$ cat config.mk
export PLATFORM = sky130hd
export DESIGN_NAME = intr_unit
export DESIGN_NICKNAME = d
export VERILOG_FILES = /design/src/rtl/intr_unit_pkg.sv /design/src/rtl/intr_unit.sv
export SDC_FILE = /design/constraint.sdc
export NUM_CORES = 1
export LEC_CHECK = 0
export BUFFER_PORTS_ARGS = -buffer_cell sky130_fd_sc_hd__buf_2
export CAP_MARGIN = 20
export CORE_MARGIN = 1.5
export CORE_UTILIZATION = 35
export CTS_BUF_LIST = sky130_fd_sc_hd__clkbuf_2 sky130_fd_sc_hd__clkbuf_4 sky130_fd_sc_hd__clkbuf_8
export DETAILED_ROUTE_END_ITERATION = 16
export GPL_TIMING_DRIVEN = 0
export HOLD_SLACK_MARGIN = 0.06
export REMOVE_ABC_BUFFERS = 1
export SKIP_LAST_GASP = 1
export SLEW_MARGIN = 0
export SYNTH_ARGS = -nofsm -noshare
export SYNTH_HDL_FRONTEND = slang
export SYNTH_SLANG_ARGS = --single-unit
$ cat constraint.sdc
create_clock -name clock -period 2.3 [get_ports clock]
set_input_delay 0.345 -clock clock [delete_from_list [all_inputs] [get_ports clock]]
set_output_delay 0.345 -clock clock [all_outputs]
set_load 0.1 [all_outputs]
$ cat src/rtl/intr_unit_pkg.sv
// intr_unit_pkg: shared address type, interrupt vector and interrupt FSM states.
package intr_unit_pkg;
  localparam int ADDR_W = 16;
  typedef logic [ADDR_W-1:0] addr_t;
  localparam addr_t INT_VECTOR = 16'h0040;
  typedef enum logic [1:0] {IDLE, ACK, ISR, RET} intr_state_t;
  function automatic logic en_update(input logic cur, input logic ei, input logic di);
    return (ei ^ di) ? ei : cur;
  endfunction
endpackage

$ cat src/rtl/intr_unit.sv
// intr_unit: single-level interrupt controller with global enable, per-button mask and PC redirect.
module intr_unit
  import intr_unit_pkg::*;
(
  input  logic       clock,
  input  logic       reset,
  input  logic       irq,
  input  logic       boundary,
  input  addr_t      pc_next,
  input  logic       reti,
  input  logic       ei,
  input  logic       di,
  input  logic       ie_wr,
  input  logic [3:0] ie_wdata,
  output logic [3:0] ie,
  output logic       ack,
  output logic       take,
  output addr_t      target,
  output logic       in_isr
);
  intr_state_t state, state_nx;
  logic irq_q, gie, gie_nx, gie_saved, gie_saved_nx;
  addr_t saved_pc;
  always_ff @(posedge clock) begin
    if (!reset) begin
      state     <= IDLE;
      gie       <= 1'b0;
      gie_saved <= 1'b0;
      ie        <= '0;
      irq_q     <= 1'b0;
      saved_pc  <= '0;
    end else begin
      state     <= state_nx;
      gie       <= gie_nx;
      gie_saved <= gie_saved_nx;
      ie        <= ie_wr ? ie_wdata : ie;
      irq_q     <= irq;
      saved_pc  <= (state == ACK) ? pc_next : saved_pc;
    end
  end
  // ei/di act on the live enable outside service and on the saved copy inside it
  always_comb begin
    state_nx     = state;
    gie_nx       = gie;
    gie_saved_nx = gie_saved;
    ack          = 1'b0;
    take         = 1'b0;
    target       = '0;
    in_isr       = 1'b0;
    case (state)
      IDLE: begin
        gie_nx   = en_update(gie, ei, di);
        state_nx = (irq_q && gie && boundary) ? ACK : IDLE;
      end
      ACK: begin
        ack          = 1'b1;
        take         = 1'b1;
        target       = INT_VECTOR;
        gie_saved_nx = gie;
        gie_nx       = 1'b0;
        state_nx     = ISR;
      end
      ISR: begin
        in_isr       = 1'b1;
        gie_saved_nx = en_update(gie_saved, ei, di);
        state_nx     = reti ? RET : ISR;
      end
      default: begin
        take     = 1'b1;
        target   = saved_pc;
        gie_nx   = gie_saved;
        state_nx = IDLE;
      end
    endcase
  end
endmodule

==> key figures <==
STA
  • Share of the clock period used by the worst path: 94.3%
  • Unrepaired setup endpoints after global routing: no
  • Maximum clock skew at final layout: 0.00463 ns
  • Max_slew headroom: 67.7%
  • Final number of max-transition violations: 0
  • Final-report hold violation count: 0
  • Achievable Freq: 0.461 GHz
  • Tmin final: 2.17 ns
  • Number of setup violations in the final report: 0
  • Measured slew at the worst slew-check pin: 0.488 ns

Detailed routing
  • Detailed-route wire length per cell: 10.7 µm
  • Number of nets with antenna violations after detailed routing: 0
  • Iteration count of the initial detailed-routing pass: 3
  • Drt total wl: 2190 µm
  • Drt via density: 4.36
  • Residual DRC count: 0
  • Total via count in the routed design: 894
  • First DRT Iteration DRCs: 8

Floorplanning
  • Die height: 60.7 µm
  • Row Count: 20
  • Placeable core region: 3100 µm²
  • Io pins: 51
  • Total Die Area: 3680 µm²
  • Die Width: 60.7 µm
  • Starting Density: 37.5%

Yosys
  • Cells after synthesis: 113
  • Yosys Warn Count: 0
  • Area leader, netlist: sky130_fd_sc_hd__dfxtp_1
  • Distinct cells, synth: 22
  • Mapped Avg Cell Area: 10.3 µm²
  • Biggest area contributors in the synthesized netlist: sky130_fd_sc_hd__dfxtp_1 43%, sky130_fd_sc_hd__mux2i_1 17%, sky130_fd_sc_hd__nor2b_1 11%, sky130_fd_sc_hd__and2_1 9.1%, sky130_fd_sc_hd__ha_1 5.4%
  • Netlist area before placement: 1160 µm²
  • Sequential share of the synthesized area: 43.0%
  • Area fraction of the dominant cell type after synthesis: 43.0%
  • FF+latch count, synth: 25

Power
  • Power density over the cells: 508 nW/µm²
  • Reported leakage power: 0.647 nW
  • Peak ir drop on the vdd network: 0.460 mV

Final layout
  • Multi-input gate area: 626 µm²
  • Fill cell instance count of the final layout: 334
  • Proportion of layout cells with a drive suffix above 1: 36.6%
  • Total non-filler cell area in the finished layout: 1470 µm²
  • Register area: 500 µm²
  • Relative area change from synthesis to final layout: 26.6%
  • Top library cells by usage in the layout, fill and taps aside: 50 x sky130_fd_sc_hd__buf_2, 25 x sky130_fd_sc_hd__dfxtp_1, 21 x sky130_fd_sc_hd__nor2b_1
  • Most frequent standard cell in the layout excluding fill and tap cells: sky130_fd_sc_hd__buf_2
  • Net count reported at finish: 195
  • Total inserted antenna cells: 0
  • Utilization after layout: 47.5%

Placed design
  • Estimated wirelength of the detail-placed design: 1580 µm
  • Placer congestion estimate: 0.666
  • Cell area reported after detailed placement: 1430 µm²
  • Port-buffer cells: 50

Clocking
  • Total clock buffers created by CTS: 3
  • Clock transition time at the flip-flop clock pins of the worst setup and hold paths: 0.12 ns
  • Clock Tree Root: sky130_fd_sc_hd__clkbuf_4
  • Maximum count of clock buffers along a single path: 2
  • Clock tree from TritonCTS: done
  • Clk_lat worst skew: 0.31 ns
  • H-tree levels: 1
  • Number of clock sinks seen by CTS: 25

Hold path
  • Worst hold path type: input pin to flop

Worst setup path
  • Setup Crit Path Kind: flop to output port
  • Required time at the worst-slack endpoint: 1.96 ns
  • CP Capture Type: output port
  • Kind of start point of the critical path: flop
  • Highest fanout seen on the critical path: 20
  • Arrival time reported for the critical path endpoint: 1.82 ns

Global routing
  • Pin count of the biggest net entering global routing: 26
  • Global route overflow: 0
  • Initial antenna violation count: 0
  • First-pass GRT wire length: 3510 µm
  • Global-route total usage across every layer: 12.7%
  • Number of global-route vias before repair: 814

Run status
  • Run status: completed

Flow run
  • Number of maximum-capacitance violations: 0
-- worst max-delay path: stages (launching register included) --
cell,delay (ns)
sky130_fd_sc_hd__dfxtp_1,0.36
sky130_fd_sc_hd__inv_1,0.13
sky130_fd_sc_hd__ha_4,0.38
sky130_fd_sc_hd__mux2_2,0.22
sky130_fd_sc_hd__buf_2,0.42
-- cell usage after synthesis --
library cell / instances
sky130_fd_sc_hd__nor3b_1: 1
sky130_fd_sc_hd__buf_6: 1
sky130_fd_sc_hd__nor3_1: 1
sky130_fd_sc_hd__mux2i_1: 20
sky130_fd_sc_hd__clkbuf_1: 4
sky130_fd_sc_hd__ha_1: 5
sky130_fd_sc_hd__nor2_1: 1
sky130_fd_sc_hd__a21oi_1: 2
sky130_fd_sc_hd__dfxtp_1: 25
sky130_fd_sc_hd__buf_8: 1
sky130_fd_sc_hd__nand2b_1: 2
sky130_fd_sc_hd__nand2_1: 1
sky130_fd_sc_hd__nor2b_1: 21
sky130_fd_sc_hd__and2_1: 17
sky130_fd_sc_hd__mux2_4: 1
sky130_fd_sc_hd__a211oi_1: 1
sky130_fd_sc_hd__o21ai_1: 1
sky130_fd_sc_hd__mux2_2: 1
sky130_fd_sc_hd__nor3b_2: 1
sky130_fd_sc_hd__inv_1: 3
sky130_fd_sc_hd__nand4_1: 1
sky130_fd_sc_hd__o21ai_0: 2
-- layer usage --
layer | vias to the layer above | wire [µm] | global-route usage (%)
li1 | 461 | - | -
met3 | 3 | 182 | 4.48
met5 | - | 0 | 0
met4 | 0 | 9 | 2.80
met2 | 39 | 947 | 20.9
met1 | 391 | 1050 | 16.1
-- metrics by stage --
| stage | worst slack [ns] | hold WS (ns) | std cells | setup TNS (ns) | power, mW |
|---|---|---|---|---|---|
| after detailed placement | -0.126 | 0.480 | 201 | -0.126 | 0.557 |
| after global placement | -0.0653 | 0.478 | 201 | -0.0653 | 0.555 |
| after floorplan | -0.545 | 0.452 | 107 | -1.20 | 0.519 |
| final | 0.132 | 0.228 | 205 | 0 | 0.749 |
| after global routing | 0.0161 | 0.213 | 205 | 0 | 0.785 |
| after CTS | 0.110 | 0.213 | 205 | 0 | 0.762 |
-- final cells by class --
class                   instances  share of cell area, %
inverters                       3                  0.765
well taps                      44                   3.74
repair buffers                 50                   17.0
clock buffers                   4                   2.04
multi-input cells              79                   42.5
flip-flops and latches         25                   34.0
-- where the power goes --
group / total, mW / switching [mW] / internal, mW
clock: 0.202 / 0.122 / 0.0796
sequential: 0.447 / 0.00502 / 0.442
combinational: 0.100 / 0.0626 / 0.0374
total: 0.749 / 0.190 / 0.559
-- cell families after synthesis --
family / share of synthesized area, %
muxes: 19.5
and+or+nand+nor: 24.8
AOI/OAI and AO/OA: 2.80
buffers and inverters: 4.52
DFF: 43.0
adders and majority gates: 5.38
-- registers in the layout, indices dropped and copies added, names as in the netlist --
signal and cells:
irq_q 1, gie 1, ie 4, state 2, saved_pc 16, gie_saved 1
-- final timing paths --
kind	start	end	slack (ns)	depth (start not counted)
worst max-delay path	state[1]	target[6]	0.13	4
worst min-delay path	irq	irq_q	0.23	2
worst max register to register	state[1]	gie_saved	0.81	5
worst min register to register	irq_q	state[0]	0.50	2
-- timing repair --
action / CTS / global route
hold buffers: 0 / 0
setup endpoints to repair: 2 / 0
gates resized for setup: 3 / 0
buffers inserted: 0 / 0
hold endpoints to repair: 0 / 0
Power figures use the tool's default switching activity.
